## config.mk

```make
export PLATFORM = sky130hd
export DESIGN_NAME = window_fetch
export DESIGN_NICKNAME = d
export VERILOG_FILES = /design/src/rtl/window_fetch_pkg.sv /design/src/rtl/window_fetch_fifo.sv /design/src/rtl/window_fetch.sv
export SDC_FILE = /design/constraint.sdc
export NUM_CORES = 1
export LEC_CHECK = 0
export CORE_UTILIZATION = 40
export CTS_CLUSTER_DIAMETER = 30
export DETAILED_ROUTE_END_ITERATION = 6
export PLACE_DENSITY = 0.62
export SYNTH_ARGS = -nofsm -noshare
export SYNTH_HDL_FRONTEND = slang
export SYNTH_HIERARCHICAL = 1
export SYNTH_SLANG_ARGS = --single-unit
```

## constraint.sdc

```tcl
create_clock -name clk -period 11.6 [get_ports clk]
set_input_delay 3.48 -clock clk [delete_from_list [all_inputs] [get_ports clk]]
set_output_delay 3.48 -clock clk [all_outputs]
set_load 0.02 [all_outputs]
```

## src/rtl/window_fetch_pkg.sv

```systemverilog
// window_fetch_pkg
//   Shared constants, FSM state encoding and the window-extent helper used by
//   the window_fetch block and its output FIFO.
//   Constants: ADDR_W, DATA_W, MEM_DEPTH, IMG_W, DIM_W, RD_LAT, FIFO_D,
//   CALC_W (wide enough for the unwrapped window-end address), FIFO_CNT_W.
package window_fetch_pkg;

    localparam int ADDR_W     = 17;
    localparam int DATA_W     = 8;
    localparam int MEM_DEPTH  = 81920;
    localparam int IMG_W      = 320;
    localparam int DIM_W      = 9;
    localparam int RD_LAT     = 1;
    localparam int FIFO_D     = 4;
    localparam int CALC_W     = ADDR_W + DIM_W + 2;
    localparam int FIFO_CNT_W = $clog2(FIFO_D + 1);

    typedef enum logic [2:0] {
        ST_IDLE  = 3'd0,
        ST_CHECK = 3'd1,
        ST_FETCH = 3'd2,
        ST_DRAIN = 3'd3,
        ST_DONE  = 3'd4
    } state_e;

    // Address of the bottom-right byte of the window, computed without wrap.
    // Only meaningful when w and h are both non-zero.
    function automatic logic [CALC_W-1:0] window_end(
        input logic [ADDR_W-1:0] base,
        input logic [DIM_W-1:0]  w,
        input logic [DIM_W-1:0]  h
    );
        return CALC_W'(base)
             + (CALC_W'(h) - CALC_W'(1)) * CALC_W'(IMG_W)
             + CALC_W'(w) - CALC_W'(1);
    endfunction

endpackage

```

## src/rtl/window_fetch_fifo.sv

```systemverilog
// window_fifo
//   Small synchronous FIFO holding {last, data} beats returned by the RAM.
//   Read data is the head entry, presented combinationally from storage and
//   therefore stable until rd_en pops it.
//   Ports: clk, rst (sync, active-high), wr_en/wr_data (push), rd_en (pop),
//          rd_data (head entry), empty, count (occupancy).
module window_fifo #(
    parameter int WIDTH = 9,
    parameter int DEPTH = 4,
    parameter int CNT_W = $clog2(DEPTH + 1)
) (
    input  logic             clk,
    input  logic             rst,
    input  logic             wr_en,
    input  logic [WIDTH-1:0] wr_data,
    input  logic             rd_en,
    output logic [WIDTH-1:0] rd_data,
    output logic             empty,
    output logic [CNT_W-1:0] count
);

    localparam int PTR_W = (DEPTH > 1) ? $clog2(DEPTH) : 1;

    logic [WIDTH-1:0] mem_r [DEPTH];
    logic [PTR_W-1:0] wr_ptr_r;
    logic [PTR_W-1:0] rd_ptr_r;
    logic [CNT_W-1:0] count_r;
    logic             full_s;
    logic             wr_ok_s;
    logic             rd_ok_s;

    function automatic logic [PTR_W-1:0] ptr_next(input logic [PTR_W-1:0] p);
        if (p == PTR_W'(DEPTH - 1)) begin
            return {PTR_W{1'b0}};
        end else begin
            return p + PTR_W'(1);
        end
    endfunction

    // Qualify push/pop against the current occupancy.
    always_comb begin
        full_s  = (count_r == CNT_W'(DEPTH));
        wr_ok_s = wr_en && !full_s;
        rd_ok_s = rd_en && (count_r != {CNT_W{1'b0}});
    end

    // Pointer and occupancy bookkeeping.
    always_ff @(posedge clk) begin
        if (rst) begin
            wr_ptr_r <= {PTR_W{1'b0}};
            rd_ptr_r <= {PTR_W{1'b0}};
            count_r  <= {CNT_W{1'b0}};
        end else begin
            if (wr_ok_s) begin
                wr_ptr_r <= ptr_next(wr_ptr_r);
            end
            if (rd_ok_s) begin
                rd_ptr_r <= ptr_next(rd_ptr_r);
            end
            case ({wr_ok_s, rd_ok_s})
                2'b10:   count_r <= count_r + CNT_W'(1);
                2'b01:   count_r <= count_r - CNT_W'(1);
                default: count_r <= count_r;
            endcase
        end
    end

    // Entry storage.
    always_ff @(posedge clk) begin
        if (rst) begin
            for (int i = 0; i < DEPTH; i++) begin
                mem_r[i] <= {WIDTH{1'b0}};
            end
        end else if (wr_ok_s) begin
            mem_r[wr_ptr_r] <= wr_data;
        end
    end

    assign rd_data = mem_r[rd_ptr_r];
    assign empty   = (count_r == {CNT_W{1'b0}});
    assign count   = count_r;

endmodule

```

## src/rtl/window_fetch.sv

```systemverilog
// window_fetch
//   Reads a win_w x win_h rectangle out of the row-major image RAM through one
//   read port and streams it out byte by byte (valid/ready), row-major, with
//   out_last on the final byte. Reads are only issued while the FIFO has room
//   for everything already in flight, so RAM latency never overflows it.
//   The first address is issued in the cycle after start is accepted (the
//   range check is evaluated on the raw inputs), which gives a first byte
//   RD_LAT+2 cycles after start and 1 byte/cycle sustained.
//   Optional feature: define WIN_CHECKSUM_EN to get a 16-bit running sum of
//   transferred bytes on checksum; otherwise checksum is tied to zero.
//   Ports: clk, rst (sync, active-high), start/base_addr/win_w/win_h (job),
//          busy/done/err (status), ram_addr/ram_w_en/ram_rd_data (RAM port),
//          out_data/out_valid/out_ready/out_last (stream), checksum.
module window_fetch
    import window_fetch_pkg::*;
(
    input  logic              clk,
    input  logic              rst,
    input  logic              start,
    input  logic [ADDR_W-1:0] base_addr,
    input  logic [DIM_W-1:0]  win_w,
    input  logic [DIM_W-1:0]  win_h,
    output logic              busy,
    output logic              done,
    output logic              err,
    output logic [ADDR_W-1:0] ram_addr,
    output logic              ram_w_en,
    input  logic [DATA_W-1:0] ram_rd_data,
    output logic [DATA_W-1:0] out_data,
    output logic              out_valid,
    input  logic              out_ready,
    output logic              out_last,
    output logic [15:0]       checksum
);

    state_e               state_r;
    logic                 zero_r;
    logic                 oob_r;
    logic [DIM_W-1:0]     w_r;
    logic [DIM_W-1:0]     h_r;
    logic [DIM_W-1:0]     col_r;
    logic [DIM_W-1:0]     row_r;
    logic [ADDR_W-1:0]    row_base_r;
    logic [ADDR_W-1:0]    ram_addr_r;
    logic                 rd_v_r;
    logic                 rd_last_r;
    logic [RD_LAT-1:0]    pipe_v_r;
    logic [RD_LAT-1:0]    pipe_last_r;
    logic                 busy_r;
    logic                 done_r;
    logic                 err_r;

    logic                 zero_s;
    logic                 oob_s;
    logic [3:0]           in_flight_s;
    logic                 credit_ok_s;
    logic                 col_end_s;
    logic                 issue_last_s;
    logic [ADDR_W-1:0]    issue_addr_s;
    logic                 pop_s;
    logic                 drain_done_s;
    logic                 fifo_wr_s;
    logic [DATA_W:0]      fifo_wr_data_s;
    logic [DATA_W:0]      fifo_rd_data_s;
    logic                 fifo_empty_s;
    logic [FIFO_CNT_W-1:0] fifo_count_s;

    // Job validity, credit and next-issue decode.
    always_comb begin
        zero_s = (win_w == {DIM_W{1'b0}}) || (win_h == {DIM_W{1'b0}});
        oob_s  = window_end(base_addr, win_w, win_h) >= CALC_W'(MEM_DEPTH);

        // Outstanding reads: the one on ram_addr plus those inside the RAM.
        in_flight_s = {3'b000, rd_v_r};
        for (int i = 0; i < RD_LAT; i++) begin
            in_flight_s = in_flight_s + {3'b000, pipe_v_r[i]};
        end
        credit_ok_s = (8'({4'b0000, in_flight_s}) + 8'(fifo_count_s)) < 8'(FIFO_D);

        col_end_s    = (col_r == w_r - DIM_W'(1));
        issue_last_s = col_end_s && (row_r == h_r - DIM_W'(1));
        issue_addr_s = row_base_r + ADDR_W'(col_r);

        pop_s        = !fifo_empty_s && out_ready;
        // Finished once nothing is in flight and the last FIFO entry leaves.
        drain_done_s = (in_flight_s == 4'd0) &&
                       (fifo_empty_s || ((fifo_count_s == FIFO_CNT_W'(1)) && pop_s));

        fifo_wr_s      = pipe_v_r[RD_LAT-1];
        fifo_wr_data_s = {pipe_last_r[RD_LAT-1], ram_rd_data};
    end

    // Job sequencing FSM with registered status and RAM address.
    always_ff @(posedge clk) begin
        if (rst) begin
            state_r    <= ST_IDLE;
            zero_r     <= 1'b0;
            oob_r      <= 1'b0;
            w_r        <= {DIM_W{1'b0}};
            h_r        <= {DIM_W{1'b0}};
            col_r      <= {DIM_W{1'b0}};
            row_r      <= {DIM_W{1'b0}};
            row_base_r <= {ADDR_W{1'b0}};
            ram_addr_r <= {ADDR_W{1'b0}};
            rd_v_r     <= 1'b0;
            rd_last_r  <= 1'b0;
            busy_r     <= 1'b0;
            done_r     <= 1'b0;
            err_r      <= 1'b0;
        end else begin
            case (state_r)
                ST_IDLE: begin
                    if (start) begin
                        busy_r  <= 1'b1;
                        w_r     <= win_w;
                        h_r     <= win_h;
                        zero_r  <= zero_s;
                        oob_r   <= oob_s;
                        state_r <= ST_CHECK;
                        if (!zero_s && !oob_s) begin
                            // Top-left byte goes out immediately.
                            ram_addr_r <= base_addr;
                            rd_v_r     <= 1'b1;
                            rd_last_r  <= (win_w == DIM_W'(1)) && (win_h == DIM_W'(1));
                            if (win_w == DIM_W'(1)) begin
                                col_r      <= {DIM_W{1'b0}};
                                row_r      <= DIM_W'(1);
                                row_base_r <= base_addr + ADDR_W'(IMG_W);
                            end else begin
                                col_r      <= DIM_W'(1);
                                row_r      <= {DIM_W{1'b0}};
                                row_base_r <= base_addr;
                            end
                        end else begin
                            rd_v_r     <= 1'b0;
                            rd_last_r  <= 1'b0;
                            col_r      <= {DIM_W{1'b0}};
                            row_r      <= {DIM_W{1'b0}};
                            row_base_r <= base_addr;
                        end
                    end else begin
                        rd_v_r    <= 1'b0;
                        rd_last_r <= 1'b0;
                    end
                end
                ST_CHECK, ST_FETCH: begin
                    if ((state_r == ST_CHECK) && (zero_r || oob_r)) begin
                        rd_v_r    <= 1'b0;
                        rd_last_r <= 1'b0;
                        done_r    <= 1'b1;
                        err_r     <= oob_r && !zero_r;
                        state_r   <= ST_DONE;
                    end else if ((state_r == ST_CHECK) && rd_last_r) begin
                        // Single-byte window: already fully issued.
                        rd_v_r    <= 1'b0;
                        rd_last_r <= 1'b0;
                        state_r   <= ST_DRAIN;
                    end else if (credit_ok_s) begin
                        ram_addr_r <= issue_addr_s;
                        rd_v_r     <= 1'b1;
                        rd_last_r  <= issue_last_s;
                        if (col_end_s) begin
                            col_r      <= {DIM_W{1'b0}};
                            row_r      <= row_r + DIM_W'(1);
                            row_base_r <= row_base_r + ADDR_W'(IMG_W);
                        end else begin
                            col_r <= col_r + DIM_W'(1);
                        end
                        state_r <= issue_last_s ? ST_DRAIN : ST_FETCH;
                    end else begin
                        rd_v_r    <= 1'b0;
                        rd_last_r <= 1'b0;
                        state_r   <= ST_FETCH;
                    end
                end
                ST_DRAIN: begin
                    rd_v_r    <= 1'b0;
                    rd_last_r <= 1'b0;
                    if (drain_done_s) begin
                        done_r  <= 1'b1;
                        err_r   <= 1'b0;
                        state_r <= ST_DONE;
                    end else begin
                        state_r <= ST_DRAIN;
                    end
                end
                ST_DONE: begin
                    rd_v_r    <= 1'b0;
                    rd_last_r <= 1'b0;
                    done_r    <= 1'b0;
                    err_r     <= 1'b0;
                    busy_r    <= 1'b0;
                    state_r   <= ST_IDLE;
                end
                default: begin
                    rd_v_r    <= 1'b0;
                    rd_last_r <= 1'b0;
                    done_r    <= 1'b0;
                    err_r     <= 1'b0;
                    busy_r    <= 1'b0;
                    state_r   <= ST_IDLE;
                end
            endcase
        end
    end

    // RAM latency tracker: valid/last travel alongside each outstanding read.
    always_ff @(posedge clk) begin
        if (rst) begin
            pipe_v_r    <= {RD_LAT{1'b0}};
            pipe_last_r <= {RD_LAT{1'b0}};
        end else begin
            pipe_v_r[0]    <= rd_v_r;
            pipe_last_r[0] <= rd_last_r;
            for (int i = 1; i < RD_LAT; i++) begin
                pipe_v_r[i]    <= pipe_v_r[i-1];
                pipe_last_r[i] <= pipe_last_r[i-1];
            end
        end
    end

    window_fifo #(
        .WIDTH (DATA_W + 1),
        .DEPTH (FIFO_D),
        .CNT_W (FIFO_CNT_W)
    ) u_fifo (
        .clk     (clk),
        .rst     (rst),
        .wr_en   (fifo_wr_s),
        .wr_data (fifo_wr_data_s),
        .rd_en   (pop_s),
        .rd_data (fifo_rd_data_s),
        .empty   (fifo_empty_s),
        .count   (fifo_count_s)
    );

`ifdef WIN_CHECKSUM_EN
    logic [15:0] sum_r;

    // Running sum of transferred bytes, restarted by each accepted job.
    always_ff @(posedge clk) begin
        if (rst) begin
            sum_r <= 16'd0;
        end else if ((state_r == ST_IDLE) && start) begin
            sum_r <= 16'd0;
        end else if (pop_s) begin
            sum_r <= sum_r + 16'(fifo_rd_data_s[DATA_W-1:0]);
        end else begin
            sum_r <= sum_r;
        end
    end

    assign checksum = sum_r;
`else
    assign checksum = 16'd0;
`endif

    assign busy      = busy_r;
    assign done      = done_r;
    assign err       = err_r;
    assign ram_addr  = ram_addr_r;
    assign ram_w_en  = 1'b0;
    assign out_valid = !fifo_empty_s;
    assign out_data  = fifo_empty_s ? {DATA_W{1'b0}} : fifo_rd_data_s[DATA_W-1:0];
    assign out_last  = !fifo_empty_s && fifo_rd_data_s[DATA_W];

endmodule
```

=== Word level (Yosys, flattened, before mapping) ===
Memories as Yosys holds them, arrays and structs flattened. A register that Yosys moved wholly into a read port is not among the register bits.
Cells that the tools add are included.
W data, S select, Z words.

* Add/subtract/negate cells: 17
* Multiply operators: 1
* $lt $le $gt $ge: 2
* Equality and inequality tests: 21
* Muxes and demuxes: 71
* Bitwise logic cells: 2
* Reductions and logical operators: 37

{| class="wikitable"
|+ Operators with widths
! operator !! count
|-
| $mux W17 || 12
|-
| $mux W9 || 13
|-
| $pmux W17 S2 || 2
|-
| $pmux W9 S2 || 2
|-
| $add A17 B9 Y17 const B || 2
|-
| $add A17 B28 Y28 || 1
|-
| $add A28 B9 Y28 || 1
|-
| $ge A28 B17 Y1 const B || 1
|-
| $mul A28 B3 Y22 const B || 1
|-
| $sub A28 B1 Y28 const B || 1
|-
| $mux W1 || 26
|-
| $add A9 B1 Y9 const B || 2
|-
| $eq A9 B1 Y1 const B || 2
|-
| $eq A9 B9 Y1 || 2
|-
| $logic_not A9 Y1 || 2
|-
| $sub A9 B1 Y9 const B || 2
|-
| $add A17 B9 Y17 || 1
|-
| $ne A2 B2 Y1 const B || 8
|-
| $logic_and A1 B1 Y1 || 12
|-
| $reduce_and A6 Y1 || 2
|-
| $mux W2 || 5
|-
| $sub A9 B1 Y10 const B || 1
|-
| $mux W3 || 3
|-
| $pmux W3 S3 || 1
|-
| 28 further kinds || 46
|}

* Register bits: 89
* Bits in writable memories: 36
* Input port bits: 47
* Output and inout port bits: 47
* Word-level logic and storage cells: 171
* Memories: 1

{| class="wikitable"
|+ Memories
! memory !! depth !! width !! read ports !! clocked after memory_dff !! write ports !! RTL line !! text
|-
| u_fifo.mem_r || 4 || 9 || 1 || 1 || 4 || window_fetch_fifo.sv:24 || <nowiki>logic [WIDTH-1:0] mem_r [DEPTH];</nowiki>
|}

=== Logic depth before layout (Yosys ltp) ===
* Depth in word-level cells: 11
* Depth in mapped cells: 31
* Gate-level depth less buffers: 29

=== By module ===
Netlist, hierarchy kept.

{| class="wikitable"
|+ Modules (own cells, without submodules)
! module !! instances !! cells each !! area each (sq um) !! sequential area each (sq um)
|-
| window_fetch || 1 || 1,073 || 8,097.8 || 1,641.6
|-
| window_fifo || 1 || 141 || 2,039.5 || 1,261.2
|}

=== Worst setup path before layout ===
Ideal clock, no wire load.

* Kind: input to register
* From: input win_h[2]
* To: register row_base_r[11]
* Setup time: 122 ps
* Arrival: 9,584 ps
* Required time: 11,478 ps
* Path slack: 1,895 ps
* Stages: 28
* Buffers on the path: 3
* Path through: nor4_1 > nor4b_1 > nand2_1 > inv_1 > clkbuf_1 > ha_1 > ha_1 > o21ai_0 > a21oi_1 > o31ai_1 > nand2b_1 > a21oi_1 > or2_2 > inv_1 > ha_1 > ha_1 > buf_2 > and3_1 > and2_1 > nand4_1 > a311oi_1 > or4b_4 > a22oi_2 > or4b_4 > nor2_2 > buf_4 > nand2_1 > a221o_1

* Longest elaborated chain between the ends: 11
* Elaborated cells between the ends (all ways): 14
* Those cells by class: add/sub (4); mul (1); order compare (1); mux (3); reduce/logical (5)

{| class="wikitable"
|+ Ends and longest elaborated chain
! what !! RTL line !! text
|-
| start, declared || window_fetch.sv:22 || <nowiki>input logic [DIM_W-1:0] win_h,</nowiki>
|-
| $sub A9 B1 Y10 || window_fetch_pkg.sv:34 || <nowiki>+ (CALC_W'(h) - CALC_W'(1)) * CALC_W'(IMG_W)</nowiki>
|-
| $mul A28 B3 Y22 || window_fetch_pkg.sv:34 ||
|-
| $add A17 B28 Y28 || window_fetch_pkg.sv:34 ||
|-
| $add A28 B9 Y28 || window_fetch_pkg.sv:35 || <nowiki>+ CALC_W'(w) - CALC_W'(1);</nowiki>
|-
| $sub A28 B1 Y28 || window_fetch_pkg.sv:35 ||
|-
| $ge A28 B17 Y1 || window_fetch.sv:71 || <nowiki>oob_s = window_end(base_addr, win_w, win_h) >= CALC_W'(MEM_DEPTH);</nowiki>
|-
| $logic_not A1 Y1 || window_fetch.sv:120 || <nowiki>if (!zero_s && !oob_s) begin</nowiki>
|-
| $logic_and A1 B1 Y1 * || window_fetch.sv:120 ||
|-
| $mux W17 * || window_fetch.sv:120 ||
|-
| $mux W17 * || window_fetch.sv:113 || <nowiki>if (start) begin</nowiki>
|-
| $pmux W17 S2 * || window_fetch.sv:111 || <nowiki>case (state_r)</nowiki>
|-
| end signal, assigned || window_fetch.sv:128 || <nowiki>row_base_r <= base_addr + ADDR_W'(IMG_W);</nowiki>
|-
| end signal, assigned || window_fetch.sv:132 || <nowiki>row_base_r <= base_addr;</nowiki>
|-
| end signal, assigned || window_fetch.sv:139 || <nowiki>row_base_r <= base_addr;</nowiki>
|-
| end, declared || window_fetch.sv:43 || <nowiki>logic [ADDR_W-1:0] row_base_r;</nowiki>
|}

Mark *: on every way between the ends. The rest lies on a longest branch, timed or not. The select of a mux whose other input is x is not followed.
A chain may end at the register's enable or synchronous reset.

=== Final worst setup path ===
* From: input win_h[2]
* To: register row_base_r[16]

The elaborated chain is that of the path after synthesis.

==> run_results.csv <==
group,metric,value,unit
finish,n_antenna_cell,0,
logic_synthesis,ys_seq_area_share,28.6,%
clock_tree,cts_hold_buf,0,
logic_synthesis,synth_area_leader_cell,"dfxtp_1",
sta,fin_hold_ws,0.456,ns
logic_synthesis,async_flop_share,0,%
sta,worst_slew_pin_slew,0.964,ns
clock_tree,clk_pin_slew,0.07,ns
logic_synthesis,yosys_warnings,6,
sta,fmax,95.8,MHz
sta,clock_skew,0.00813,ns
logic_synthesis,synth_cell_type_count,87,
detailed_routing,drc,0,
sta,setup_ws,1.16,ns
power_and_ir_drop,clkPwrFrac,28.7,%
finish,drive_gt1_share,6.47,%
worst_setup_path,critPathMaxFanout,13,
finish,fin_area,0.0117,mm2
sta,finalHoldViolCount,0,
finish,nets,1430,
logic_synthesis,ys_top_cells_by_area,"dfxtp_1, ha_1, edfxtp_1",
clock_tree,cts_tree,"built",
finish,multiInputGateArea,0.00657,mm2
grt,antenna_found_initial,0,
logic_synthesis,syn_area,0.0101,mm2
placement,gp_congestion,0.890,
detailed_routing,avgViaCountPerCell,5.43,
clock_tree,clk_latency,0.43,ns
sta,layout_worst_path_cycle_share,90.0,%
floorplan,die_h,161,um
worst_setup_path,r2r-start,"w_r[0]",
grt,grt_pass1_wl,43.0,mm
floorplan,coreArea,0.0246,mm2
logic_synthesis,synth_edf_count,36,
logic_synthesis,synth_ff_type,"dfxtp_1",
clock_tree,htree_levels,4,
logic_synthesis,ys_ff_latch,127,
sta,setup_viol,0,
sta,rsz0062_at_grt,"no",
outcome,status,"finished, final reports clean",
power_and_ir_drop,power_switching,0.723,mW
detailed_routing,wl_per_cell,16.3,um
finish,syn_to_final_growth,15.3,%
grt,grt_pass1_vias,8251,
clock_tree,cts-buffers-inserted,17,
floorplan,die_w,161,um
worst_setup_path,cp.required,11.93,ns
worst_hold_path,hold_class,"reg -> reg",
worst_setup_path,critPathKind,"in -> reg",
floorplan,io-pin-count,94,
clock_tree,cts_buffer_depth,2,
logic_synthesis,avgSynthCellArea,8.35,um2
grt,grt.total_usage,20.8,%
placement,dp_slack,0.755,ns
sta,fin_tns_setup,0,ns
power_and_ir_drop,peakVddDrop,94.5,uV
grt,grt-ovfl-total,0,
detailed_routing,drtAntennaViolNets,0,
clock_tree,postCtsSetupBuffers,0,
worst_setup_path,endpoint_kind,"flop",
detailed_routing,drt_wl_total,26.1,mm
detailed_routing,drt-initial-drc-count,559,
placement,hpwl,20.1,mm
grt,grt_max_degree,54,
clock_tree,cts-root-buf,"clkbuf_16",
worst_hold_path,worstHoldStart,"ram_addr[12]",
sta,drv_slew,0,
power_and_ir_drop,p_per_area,154,mW/mm2
job,maxCapViolCount,0,
worst_setup_path,critPathLaunch,"win_h[2]",
power_and_ir_drop,intPower,1.08,mW
detailed_routing,drtPass1Iterations,5,
logic_synthesis,netlist_instances,1214,
clock_tree,cts-resized-gates,0,
worst_setup_path,arrival,10.77,ns
floorplan,die-area,0.0260,mm2
finish,nFillCells,2405,
power_and_ir_drop,p_comb_share,41.7,%
placement,place_area,0.0111,mm2
power_and_ir_drop,swShare,40.2,%
finish,seq_area,0.00290,mm2
power_and_ir_drop,seq_power_share,29.6,%
power_and_ir_drop,power.leakage,4.84,nW
placement,io_buffer_count,76,
clock_tree,clock_sinks,127,
worst_setup_path,cp-start-kind,"input port",
sta,slew_headroom,35.3,%
detailed_routing,vias,8720,
floorplan,initial_utilization,41.2,%
logic_synthesis,netlist.area_leader.share,18.0,%
floorplan,rows,57,
sta,layout_min_cycle_time,10.44,ns
[stage by stage]
step	total power [mW]	utilization, %	std cells
after global routing	1.92	47.5	1606
after CTS	1.81	47.5	1606
after detailed placement	1.28	45.2	1574
final	1.80	47.5	1606
after global placement	1.28	45.2	1574
after floorplan	1.09	-	1230
[layout by cell type, fill, tap and decap left out, types with 6 or more instances in the layout]
master	instances
a211oi_1	8
a21o_1	15
a21oi_1	89
a31oi_1	10
and2_1	46
and3_1	6
and4_1	7
buf_4	12
clkbuf_16	17
clkdlybuf4s50_1	75
conb_1	17
dfxtp_1	91
edfxtp_1	36
fa_1	7
ha_1	107
inv_1	105
inv_6	6
mux2i_1	9
mux4_2	9
nand2_1	140
nand2b_1	10
nand3_1	25
nand4_1	16
nor2_1	76
nor2b_1	21
nor3_1	24
nor4_1	11
o211ai_1	16
o21a_1	9
o21ai_0	46
o31ai_1	9
or2_2	7
or3_1	8
xnor2_1	43
xor2_1	35
[cells in the mapped netlist (18+ instances only)]
cell and number:
nor3_1 24, ha_1 107, xnor2_1 43, edfxtp_1 36
clkbuf_1 41, nor2b_1 21, a21oi_1 89, nand2_1 140
nand3_1 25, inv_1 105, o21ai_0 46, nor2_1 76
dfxtp_1 91, buf_4 18, xor2_1 35, and2_1 46
[critical path, cell delays in order]
cell and delay, ns:
clkdlybuf4s50_1 0.52, nor4_1 0.51, nor4b_1 0.28, buf_4 0.20, nand2_1 0.12, inv_1 0.33, ha_1 0.30, ha_1 0.33
o21ai_0 0.10, a21oi_1 0.24, o31ai_1 0.12, nand2b_1 0.17, a21oi_1 0.14, or2_2 0.35, inv_1 0.07, ha_1 0.23
ha_1 0.45, and3_1 0.25, and2_1 0.18, nand4_1 0.10, a311oi_1 0.47, o211ai_1 0.21, a22oi_2 0.23, or4b_4 0.54
nor2_2 0.26, buf_4 0.21, a21boi_0 0.08, a221oi_1 0.28
[worst paths after layout]
path	end	slack [ns]	cells past startpoint
min	ram_addr[12]	0.46	2
min reg2reg	ram_addr[12]	0.46	2
max	row_base_r[16]	1.16	28
max reg2reg	row_r[8]	8.09	9
[cells by family after synthesis]
logic type | Yosys count | share of synthesized area [%]
buffers and inverters | 174 | 7.26
AOI/OAI and AO/OA | 279 | 18.4
xor gates and xnor gates | 78 | 6.74
and+or+nand+nor | 422 | 21.4
other | 1 | 0.0370
DFF | 127 | 28.6
muxes | 19 | 3.00
adders and majority gates | 114 | 14.6
[layer usage]
layer / global-route usage [%] / up-vias / routed length, um
li1: - / 4393 / -
met1: 29.8 / 4090 / 13000
met2: 32.1 / 214 / 11500
met3: 3.29 / 23 / 1210
met4: 6.26 / 0 / 402
met5: 0 / - / 0
[state kept, by name, summed over array words and instances, names as in the netlist, named ones only]
register and flops:
row_r 9, zero_r 1, err 1, done 1
u_fifo/count 3, u_fifo/mem_r 36, pipe_last_r 1, u_fifo/rd_ptr_r 2
h_r 9, row_base_r 17, u_fifo/wr_ptr_r 2, w_r 9
busy 1, ram_addr 17, rd_v_r 1, fifo_wr_s 1
col_r 9, rd_last_r 1, oob_r 1, state_r 3
[power by group through the flow]
stage	Combinational (mW)	Sequential (mW)	Clock (mW)
final	0.751	0.532	0.517
after global routing	0.833	0.538	0.552
after CTS	0.750	0.531	0.530
after detailed placement	0.744	0.541	0
after global placement	0.745	0.540	0
after floorplan	0.551	0.536	0
[layout make-up]
type / instances / area share (%)
clock buffers: 17 / 3.64
clock inverters: 15 / 1.22
inverters: 106 / 3.40
multi-input cells: 929 / 56.2
flip-flops and latches: 127 / 24.8
well taps: 324 / 3.47
repair buffers: 88 / 7.23
(Power assumes the default switching activity.)
